[src/rtl/imem_load_arbiter.sv]
// imem_load_arbiter: shares the instruction-memory port between CPU fetch and the UART loader,
// sequencing RUN -> DRAIN -> LOAD -> FLUSH with word count, watchdog and sticky error.
`default_nettype none

module imem_load_arbiter #(
   parameter int ADDR_W       = 14,
   parameter int DEPTH        = 16384,
   parameter int FLUSH_CYCLES = 4,
   parameter int WDOG_CYCLES  = 65535
) (
   input  logic              clk,
   input  logic              rst,
   input  logic [ADDR_W-1:0] cpu_adr_i,
   input  logic              upg_start_i,
   input  logic              upg_wen_i,
   input  logic [ADDR_W-1:0] upg_adr_i,
   input  logic [31:0]       upg_dat_i,
   input  logic              upg_done_i,
   output logic [ADDR_W-1:0] mem_adr_o,
   output logic [31:0]       mem_dat_o,
   output logic              mem_wen_o,
   output logic              cpu_stall_o,
   output logic              cpu_rst_o,
   output logic [ADDR_W:0]   words_o,
   output logic              err_o
);

   localparam int WDOG_W = $clog2(WDOG_CYCLES + 1);
   localparam int FL_W   = $clog2(FLUSH_CYCLES + 1);
   localparam logic [ADDR_W:0] WORDS_MAX = {1'b1, {ADDR_W{1'b0}}};
   localparam logic [ADDR_W:0] DEPTH_V   = (ADDR_W+1)'(DEPTH);
   localparam logic [WDOG_W-1:0] WDOG_LAST = WDOG_W'(WDOG_CYCLES - 1);
   localparam logic [FL_W-1:0]   FL_LAST   = FL_W'(FLUSH_CYCLES - 1);

   typedef enum logic [1:0] {
      RUN   = 2'd0,
      DRAIN = 2'd1,
      LOAD  = 2'd2,
      FLUSH = 2'd3
   } state_t;

   state_t            state_q, state_d;
   logic [ADDR_W:0]   words_q, words_d;
   logic              err_q, err_d;
   logic [WDOG_W-1:0] wdog_q, wdog_d;
   logic [FL_W-1:0]   flush_q, flush_d;
   logic              rst_hold_q;
   logic              in_range;

   assign in_range = {1'b0, upg_adr_i} < DEPTH_V;

   always_ff @(posedge clk) begin
      if (rst) begin
         state_q    <= RUN;
         words_q    <= '0;
         err_q      <= 1'b0;
         wdog_q     <= '0;
         flush_q    <= '0;
         rst_hold_q <= 1'b1;
      end else begin
         state_q    <= state_d;
         words_q    <= words_d;
         err_q      <= err_d;
         wdog_q     <= wdog_d;
         flush_q    <= flush_d;
         rst_hold_q <= 1'b0;
      end
   end

   always_comb begin
      state_d     = state_q;
      words_d     = words_q;
      err_d       = err_q;
      wdog_d      = wdog_q;
      flush_d     = flush_q;
      mem_adr_o   = cpu_adr_i;
      mem_dat_o   = upg_dat_i;
      mem_wen_o   = 1'b0;
      cpu_stall_o = 1'b1;
      cpu_rst_o   = rst_hold_q;

      case (state_q)
         RUN: begin
            cpu_stall_o = 1'b0;
            if (upg_start_i) begin
               state_d = DRAIN;
               words_d = '0;
               err_d   = 1'b0;
               wdog_d  = '0;
            end
         end
         DRAIN: begin
            state_d = LOAD;
         end
         LOAD: begin
            mem_adr_o = upg_adr_i;
            mem_wen_o = upg_wen_i & in_range & ~rst;
            if (upg_wen_i) begin
               wdog_d = '0;
               if (in_range) begin
                  if (words_q != WORDS_MAX) words_d = words_q + 1'b1;
               end else begin
                  err_d = 1'b1;
               end
            end else if (wdog_q == WDOG_LAST) begin
               err_d = err_d | ~upg_done_i;
            end else begin
               wdog_d = wdog_q + 1'b1;
            end
            // done wins over a coincident watchdog expiry; both end the load
            if (upg_done_i || (!upg_wen_i && wdog_q == WDOG_LAST)) begin
               state_d = FLUSH;
               flush_d = FL_LAST;
            end
         end
         FLUSH: begin
            cpu_rst_o = 1'b1;
            if (flush_q == '0) state_d = RUN;
            else               flush_d = flush_q - 1'b1;
         end
         default: state_d = RUN;
      endcase
   end

   assign words_o = words_q;
   assign err_o   = err_q;

endmodule

`default_nettype wire

[config.mk]
export PLATFORM = sky130hd
export DESIGN_NAME = imem_load_arbiter
export DESIGN_NICKNAME = d
export VERILOG_FILES = /design/src/rtl/imem_load_arbiter.sv
export SDC_FILE = /design/constraint.sdc
export NUM_CORES = 1
export LEC_CHECK = 0
export CORE_MARGIN = 2
export CORE_UTILIZATION = 40
export CTS_BUF_LIST = sky130_fd_sc_hd__clkbuf_8
export DETAILED_ROUTE_END_ITERATION = 8
export GPL_TIMING_DRIVEN = 0
export PLACE_DENSITY = 0.82
export SLEW_MARGIN = 20
export SYNTH_ARGS = -nofsm -noshare
export SYNTH_HDL_FRONTEND = slang
export SYNTH_SLANG_ARGS = --single-unit
[constraint.sdc]
create_clock -name clk -period 2.8 [get_ports clk]
set_clock_uncertainty 0.15 [all_clocks]
set_input_delay 0.84 -clock clk [delete_from_list [all_inputs] [get_ports clk]]
set_output_delay 0.84 -clock clk [all_outputs]
set_load 0.01 [all_outputs]
=== After elaboration in Yosys (flattened, before gate mapping) ===
Cells that the tools add are included.

* Add/subtract/negate cells: 3
* Reduce and logical (&&, ||, !) cells: 12
* Mux-type cells: 24
* Shift-type cells: 0
* $lt $le $gt $ge: 0
* Equal/unequal tests: 14
* Divide/modulo/power cells: 0
* Bitwise gates (word level): 4
* $mul: 0

{| class="wikitable"
|+ Operators with widths
! cell !! count
|-
| 2-to-1 mux 16 bit || 3
|-
| 2-to-1 mux 15 bit || 3
|-
| case mux 16 bit (2 select lines) || 1
|-
| case mux 15 bit (2 select lines) || 1
|-
| adder 16 x 1 -> 16 bit (second input constant) || 1
|-
| == test 16 bit (second input constant) || 1
|-
| inequality test 2 bit (second input constant) || 8
|-
| adder 15 x 1 -> 15 bit (second input constant) || 1
|-
| inequality test 15 bit (second input constant) || 1
|-
| 2-to-1 mux 14 bit || 1
|-
| AND reduction 3 bit || 3
|-
| case mux 2 bit (4 select lines) || 1
|-
| AND reduction 4 bit || 2
|-
| 2-to-1 mux 1 bit || 7
|-
| 2-to-1 mux 2 bit || 3
|-
| 2-to-1 mux 3 bit || 2
|-
| case mux 3 bit (2 select lines) || 1
|-
| == test 2 bit (second input constant) || 2
|-
| nonzero test 2 bit || 2
|-
| zero test 3 bit || 1
|-
| inequality test 3 bit (second input constant) || 1
|-
| subtractor 3 x 1 -> 3 bit (second input constant) || 1
|-
| == test 2 x 1 -> 1 bit (second input constant) || 1
|-
| zero test 2 bit || 1
|-
| other kinds (7) || 8
|}

* Input bits: 65
* Memories: 0
* Flip-flop bits (word level): 38
* Latch bits: 0
* Bits in writable memories: 0
* Output and inout port bits: 65
* ROM bits: 0
* Logic and storage cells: 63

=== Longest topological paths before layout ===
Gate-level depths: netlist (run 1).

* Depth after elaboration: 5
* Mapped depth: 8
* Depth with buffers taken out: 7

=== Least setup slack after synthesis (run 1) ===
OpenSTA, ideal clock, no wires.

* Kind: reg2out
* Start: reg state_q[0]
* End: out mem_adr_o[10]
* Data arrival time: 1.529 ns
* Data required time: 1.810 ns
* Cell stages (with the launch flop): 6
* Path slack: 0.281 ns
* Path buffers: 2
* Cell sequence: dfxtp_1 > inv_1 > ha_1 > buf_2 > buf_1 > mux2_2

* Word-level cells in the longest chain between the ends: 2

{| class="wikitable"
|+ Ends and longest elaborated chain
! what !! line !! RTL
|-
| from (decl) || 42 || <nowiki>state_t state_q, state_d;</nowiki>
|-
| from (signal assigned) || 61 || <nowiki>state_q <= state_d;</nowiki>
|-
| == test 2 bit || 82 || <nowiki>case (state_q)</nowiki>
|-
| 2-to-1 mux 14 bit || 82 ||
|-
| to (decl) || 19 || <nowiki>output logic [ADDR_W-1:0] mem_adr_o,</nowiki>
|}

Every way passes these cells.

=== Worst setup path in the final report (run 1) ===
* Start: in cpu_adr_i[4]
* End: out mem_adr_o[4]

* Word-level cells in the longest chain between the ends: 1

{| class="wikitable"
|+ Ends and longest elaborated chain
! what !! line !! RTL
|-
| from (decl) || 13 || <nowiki>input logic [ADDR_W-1:0] cpu_adr_i,</nowiki>
|-
| 2-to-1 mux 14 bit || 82 ||
|}

Every way passes these cells.

==> results of run 1 <==
layout by cell type (no fill, tap or decap), types with 3 or more instances in the layout:
master                            Yosys  routed
sky130_fd_sc_hd__nor4b_1              4       4
sky130_fd_sc_hd__nor3_1               6       6
sky130_fd_sc_hd__dfxtp_1             38      36
sky130_fd_sc_hd__nor4_1               6       6
sky130_fd_sc_hd__nand2_1             15      15
sky130_fd_sc_hd__dlygate4sd2_1        0       6
sky130_fd_sc_hd__buf_2                2       4
sky130_fd_sc_hd__xor2_1              14      14
sky130_fd_sc_hd__and3_1               3       3
sky130_fd_sc_hd__nor2_1              35      35
sky130_fd_sc_hd__a21oi_1              7       7
sky130_fd_sc_hd__mux2_2              15      15
sky130_fd_sc_hd__inv_1               12      12
sky130_fd_sc_hd__clkdlybuf4s15_1      0       7
sky130_fd_sc_hd__nand4_1              6       6
sky130_fd_sc_hd__clkbuf_8             0       6
sky130_fd_sc_hd__o21ai_0              6       6
sky130_fd_sc_hd__xnor2_1             12      12
sky130_fd_sc_hd__nand3_1             15      15
sky130_fd_sc_hd__ha_1                 9       7
sky130_fd_sc_hd__clkdlybuf4s50_1      0      80
sky130_fd_sc_hd__buf_4               32      35
power groups by stage:
stage	Sequential, mW	Clock (mW)	Combinational [mW]
after detailed placement	0.616	0	0.654
after floorplan	0.615	0	0.391
after CTS	0.606	0.399	0.703
after global placement	0.615	0	0.633
final	0.606	0.390	0.712
after global routing	0.610	0.425	0.771
state kept, by name, summed over array words and instances (netlist names):
| name | flops |
|---|---|
| rst_hold_q | 1 |
| wdog_q | 16 |
| flush_q | 3 |
| words_o | 15 |
| state_q | 2 |
| err_o | 1 |
logic make-up after synthesis:
group / Yosys count / share of synthesized area
AO/OA/AOI/OAI: 24 / 0.0722
multiplexers: 18 / 0.0838
buffers and inverters: 50 / 0.133
AND/OR/NAND/NOR: 109 / 0.248
flip-flops: 38 / 0.320
adder cells (fa/ha/maj): 9 / 0.0474
XOR/XNOR: 26 / 0.0959
timing repair:
item | in CTS | in global routing
pin swaps | 1 | 0
buffers inserted | 3 | 0
cloned | 1 | 0
endpoints found under the setup margin | 15 | 5
resized for setup | 50 | 5
endpoints found under the hold margin | 0 | 0
worst min-delay path by stage:
stage	from	endpoint	slack [ns]	cells past startpoint
CTS	err_o	err_o	0.34	2
floorplan	flush_q[0]	flush_q[0]	0.30	2
finish	err_o	err_o	0.34	2
detailed placement	err_o	err_o	0.32	2
global route	err_o	err_o	0.37	2
global placement	err_o	err_o	0.31	2
per-stage QoR:
step | instances | power, mW | area, um^2
after CTS | 458 | 1.71 | 3600
after global routing | 458 | 1.81 | 3600
after detailed placement | 446 | 1.27 | 3440
after global placement | 446 | 1.25 | 3440
after floorplan | 274 | 1.01 | 2370
final | 458 | 1.71 | 3600
critical path, cell delays in order:
cell,delay [ns]
sky130_fd_sc_hd__clkdlybuf4s50_1,0.40
sky130_fd_sc_hd__mux2_2,0.25
sky130_fd_sc_hd__dlygate4sd2_1,0.28
synthesized netlist by cell type (2+ instances only):
cell                       n
sky130_fd_sc_hd__buf_4    32
sky130_fd_sc_hd__mux2i_1   3
sky130_fd_sc_hd__dfxtp_1  38
sky130_fd_sc_hd__buf_1     2
sky130_fd_sc_hd__xor2_1   14
sky130_fd_sc_hd__xnor2_1  12
sky130_fd_sc_hd__inv_1    12
sky130_fd_sc_hd__nand3_1  15
sky130_fd_sc_hd__buf_2     2
sky130_fd_sc_hd__nor2_1   35
sky130_fd_sc_hd__a21oi_1   7
sky130_fd_sc_hd__or2_2     2
sky130_fd_sc_hd__o21ai_0   6
sky130_fd_sc_hd__nand4_2   2
sky130_fd_sc_hd__nand2_1  15
sky130_fd_sc_hd__and4_1    2
sky130_fd_sc_hd__o21a_1    2
sky130_fd_sc_hd__nor3b_1   2
sky130_fd_sc_hd__and3_1    3
sky130_fd_sc_hd__nor3_1    6
sky130_fd_sc_hd__nand4_1   6
sky130_fd_sc_hd__nor4b_1   4
sky130_fd_sc_hd__and2_1    2
sky130_fd_sc_hd__ha_1      9
sky130_fd_sc_hd__nor4_1    6
sky130_fd_sc_hd__mux2_2   15
layer usage:
layer  vias up  global-route usage  wire, um
li1       1126                   -         -
met1      1068               0.207      2400
met2        82               0.330      2930
met3        13              0.0422       356
met4         0              0.0814       124
met5         -                   0         0
area by class of cell:
cell class,count,area share
inverter,12,0.0125
sequential,38,0.212
clock inverter,2,0.00243
clock buffer,6,0.0229
timing repair buffer,101,0.277
tap,75,0.0260
buffer,38,0.0816
multi-input combinational,186,0.365
==> summary.txt, run 1 <==
Status
  – Run status: finished, final reports clean

Place
  – Post-place setup slack: -0.628 ns
  – Final RePlAce weighted congestion: 0.798
  – Dpl hpwl: 4440 um
  – Port Buffers: 97

Timing
  – Pin slew with the least headroom to its limit: 0.964 ns
  – Final Hold Fails: 0
  – Final-layout setup total negative slack: 0 ns
  – Count of final max-slew check failures: 0
  – Setup repair after global routing missed its margin: no
  – Worst-case headroom to the max-slew limit: 0.352
  – Hold_ws: 0.336 ns
  – Part of the cycle the worst path needs: 0.988
  – Final setup vio count: 0
  – Least setup slack across all paths after layout: 0.0347 ns
  – Max Freq: 362 MHz
  – Final period demand of the worst path: 2.77 ns

Setup path
  – Length in cells of the worst reg-to-reg path: 8
  – Crit path capture: mem_adr_o[4]
  – Arr. time, crit path: 1.78 ns
  – Data required time at the worst endpoint: 1.81 ns
  – Crit path capture type: output port
  – Reg2reg setup slack: 0.56 ns
  – Path type of the worst setup path: in2out
  – Startpoint of the most critical register-to-register path: state_q[1]
  – Worst R2R End: wdog_q[14]
  – Startpoint type of the worst setup path: input port
  – Crit path from: cpu_adr_i[4]
  – Top fanout value on the critical path: 1

Detailed routing
  – Starting DRC count in detailed routing: 64
  – Remaining number of nets flagged by the antenna check after routing: 0
  – DRC viols: 0
  – Per-cell routed wire length: 12.7 um
  – Post-Route WL: 5810 um
  – Via total after detailed routing: 2289
  – Via density: 5.00
  – Number of detailed-routing iterations run before antenna repair: 4

Synth
  – Largest cells by area after synthesis: sky130_fd_sc_hd__dfxtp_1 32%, sky130_fd_sc_hd__buf_4 10%, sky130_fd_sc_hd__mux2_2 7.1%
  – Synthesized area per cell: 8.67 um^2
  – Most used flip-flop cell after synthesis: sky130_fd_sc_hd__dfxtp_1
  – Number of synthesized register bits: 38
  – Post-synthesis instance total: 274
  – Total standard cell area after synthesis: 0.00237 mm^2
  – EDFF count, synth: 0
  – Most area-hungry cell type in the Yosys netlist: sky130_fd_sc_hd__dfxtp_1
  – Share of flip-flops with an asynchronous set or reset: 0
  – Number of nets in the synthesized netlist: 348
  – Number of different library cells in the post-synthesis netlist: 46
  – Share of the yosys chip area belonging to registers: 0.320
  – Portion of synthesized cell area occupied by the leading cell type: 0.320
  – Total number of yosys warnings: 0

Pwr
  – Worst-case vdd ir drop: 0.416 mV
  – Net switching share of the total power: 0.323
  – Internal cell power: 1.16 mW
  – Static Leak: 1.39 nW
  – Part of the total power dissipated in sequential elements: 0.355
  – Power spent charging and discharging nets: 552 uW
  – Share of total power in the clock network: 0.229
  – Power density cells: 474 mW/mm^2
  – Comb pwr share: 0.417

Clock tree
  – Clock sink count: 38
  – Clock Latency Late Sink: 0.29 ns
  – Quantity of hold-fixing buffers added after cts: 0
  – Clock-pin slew on the worst setup and hold paths: 0.08 ns
  – H-Tree Depth: 2
  – Clock tree from TritonCTS: built
  – CTS Buf Count: 5
  – Root Buffer Master: sky130_fd_sc_hd__clkbuf_8
  – CTS Buffer Depth: 2

Global route
  – Number of global-route vias before repair: 2135
  – Number of antenna violations at the first check in global routing: 0
  – Total congestion overflow: 0
  – All-Layer GR Usage: 0.184
  – Wire length of the first global-routing pass: 9470 um
  – Maximum number of pins on one net before global-route repair: 12

Cells and area
  – Proportion of layout cells with a drive suffix above 1: 0.219
  – End-of-flow core utilization: 0.620
  – FF/Latch Area: 763 um^2
  – Number of antenna repair diodes: 0
  – Total area of multi-input combinational cells: 0.00132 mm^2
  – Filler Cells Inserted: 493
  – Growth of design area from synthesis to finish: 51.8%
  – Net count, final: 456

Floorplan
  – Die extent in y: 81.1 um
  – Count of boundary I/O pins: 130
  – Core area: 0.00582 mm^2
  – Cell Rows: 28
  – Die boundary width: 81.1 um
  – Effective utilization at floorplan: 0.408
  – Area enclosed by the die boundary: 0.00657 mm^2

Flow run
  – Max-capacitance violation count: 0

Worst hold path
  – Path class of the lowest-slack min-delay path: reg2reg
Note: power is estimated with default switching activity, not from simulation.
==> inputs of run 2 (changes only) <==
--- a/config.mk
+++ b/config.mk
@@ -11,7 +11,9 @@
 export DETAILED_ROUTE_END_ITERATION = 8
 export GPL_TIMING_DRIVEN = 0
 export PLACE_DENSITY = 0.82
+export SKIP_LAST_GASP = 1
 export SLEW_MARGIN = 20
 export SYNTH_ARGS = -nofsm -noshare
 export SYNTH_HDL_FRONTEND = slang
 export SYNTH_SLANG_ARGS = --single-unit
+export TNS_END_PERCENT = 100
==> run 2 against run 1 <==
Sequential power about the same. Via count about the same. Clock-buffer cell count unchanged. Highest routed layer unchanged. Core utilization up 0.49 points. Global-route usage down 0.070 points. Sequential share of layout area down 0.17 points. Routed wire length down 0.34%. Final cell count up 0.66%. Critical path depth unchanged. Clock power about the same.
==> summary.txt, run 2 (same netlist as run 1, synthesis figures left out) <==
Timing
  – Pin slew with the least headroom to its limit: 0.967 ns
  – Final setup vio count: 0
  – Hold_ws: 0.334 ns
  – Setup repair after global routing missed its margin: no
  – Worst-case headroom to the max-slew limit: 0.349
  – Part of the cycle the worst path needs: 0.988
  – Count of final max-slew check failures: 0
  – Max Freq: 362 MHz
  – Least setup slack across all paths after layout: 0.0348 ns
  – Final Hold Fails: 0
  – Final period demand of the worst path: 2.77 ns

Clock tree
  – Clock sink count: 38
  – CTS Buf Count: 5
  – Root Buffer Master: sky130_fd_sc_hd__clkbuf_8
  – Clock tree from TritonCTS: built
  – Clock Latency Late Sink: 0.29 ns
  – H-Tree Depth: 2
  – Clock-pin slew on the worst setup and hold paths: 0.07 ns
  – CTS Buffer Depth: 2

Detailed routing
  – Via density: 4.96
  – DRC viols: 0
  – Remaining number of nets flagged by the antenna check after routing: 0
  – Via total after detailed routing: 2288
  – Post-Route WL: 5790 um
  – Number of detailed-routing iterations run before antenna repair: 4
  – Starting DRC count in detailed routing: 53
  – Per-cell routed wire length: 12.6 um

Cells and area
  – FF/Latch Area: 763 um^2
  – Growth of design area from synthesis to finish: 53.0%
  – Most frequent standard cell in the layout excluding fill and tap cells: sky130_fd_sc_hd__clkdlybuf4s50_1
  – Proportion of layout cells with a drive suffix above 1: 0.223
  – Largest register by flop count: wdog_q
  – Filler-free cell count of the finished design: 461
  – Commonest cells after routing, fill and taps aside: 80 x sky130_fd_sc_hd__clkdlybuf4s50_1, 37 x sky130_fd_sc_hd__buf_4, 36 x sky130_fd_sc_hd__dfxtp_1
  – Net count, final: 459
  – Total area of multi-input combinational cells: 0.00131 mm^2
  – Filler Cells Inserted: 479
  – Max reg flops: 16
  – Number of antenna repair diodes: 0

Pwr
  – Overall power after layout: 1.72 mW
  – Worst-case vdd ir drop: 0.420 mV
  – Static Leak: 1.41 nW
  – Power density cells: 474 mW/mm^2

Setup path
  – Top fanout value on the critical path: 1
  – Data required time at the worst endpoint: 1.81 ns
  – Startpoint type of the worst setup path: input port
  – Path type of the worst setup path: in2out
  – Arr. time, crit path: 1.78 ns
  – Crit path capture type: output port

Global route
  – Wire length of the first global-routing pass: 9430 um
  – Number of global-route vias before repair: 2134
  – Number of antenna violations at the first check in global routing: 0
  – Total congestion overflow: 0
  – Maximum number of pins on one net before global-route repair: 12
  – All-Layer GR Usage: 0.183

Floorplan
  – Cell Rows: 28
  – Core area: 0.00582 mm^2
  – Die extent in y: 81.1 um
  – Die boundary width: 81.1 um
  – Effective utilization at floorplan: 0.408
  – Count of boundary I/O pins: 130
  – Area enclosed by the die boundary: 0.00657 mm^2

Place
  – Final RePlAce weighted congestion: 0.798
  – Dpl hpwl: 4440 um
  – Total instance count after detailed placement: 446
  – Port Buffers: 97
  – Post-place setup slack: -0.628 ns

Flow run
  – Max-capacitance violation count: 0

Status
  – Run status: finished, final reports clean

Worst hold path
  – Path class of the lowest-slack min-delay path: reg2reg
-- run 2: cell types whose count changed in the layout (fill, tap and decap cells not counted) --
| cell | delta |
|---|---|
| sky130_fd_sc_hd__buf_2 | -1 |
| sky130_fd_sc_hd__buf_4 | +2 |
| sky130_fd_sc_hd__buf_6 | +2 |
| sky130_fd_sc_hd__mux2i_1 | +1 |
| sky130_fd_sc_hd__mux2i_2 | -1 |
-- run 2: layer usage --
metal / vias up / GRT usage / part of all wire
li1: 1134 / - / -
met1: 1070 / 0.205 / 0.41
met2: 73 / 0.330 / 0.50
met3: 11 / 0.0433 / 0.064
met4: 0 / 0.0797 / 0.020
met5: - / 0 / 0
-- run 2: worst max-delay path: stages --
cell	delay (ns)
sky130_fd_sc_hd__clkdlybuf4s50_1	0.40
sky130_fd_sc_hd__mux2_2	0.25
sky130_fd_sc_hd__dlygate4sd2_1	0.28
-- run 2: path summary, 6_finish.rpt --
check	to	cells after the start	start	slack [ns]
min	err_o	2	err_o	0.33
min reg2reg	err_o	2	err_o	0.33
max	mem_adr_o[4]	3	cpu_adr_i[4]	0.03
max reg2reg	wdog_q[12]	9	state_q[0]	0.42
-- run 2: area by class of cell --
type	count	share of cell area
clock buffers	6	0.0227
well taps	75	0.0258
repair buffers	104	0.284
clock inverters	2	0.00241
inverters	12	0.0124
flip-flops and latches	38	0.210
multi-input cells	186	0.362
plain buffers	38	0.0809
-- run 2: per-stage QoR --
stage                     area (um^2)  setup TNS, ns   util
after global placement           3440          -5.74  0.591
after global routing             3630              0  0.625
final                            3630              0  0.625
after detailed placement         3440          -6.01  0.591
after floorplan                  2370              0      -
after CTS                        3600         -0.138  0.619
-- run 2: power breakdown --
group          switching (mW)  leakage, nW  internal [mW]  total [mW]
Clock                   0.194       0.0524          0.195       0.389
Sequential             0.0260        0.308          0.580       0.606
Combinational           0.330         1.05          0.395       0.725
-- run 2: what timing repair did --
item,CTS,global route
endpoints found under the setup margin,15,13
gates cloned,1,0
resized for setup,47,9
buffers inserted,3,3
pin swaps,1,0
hold buffers,0,0
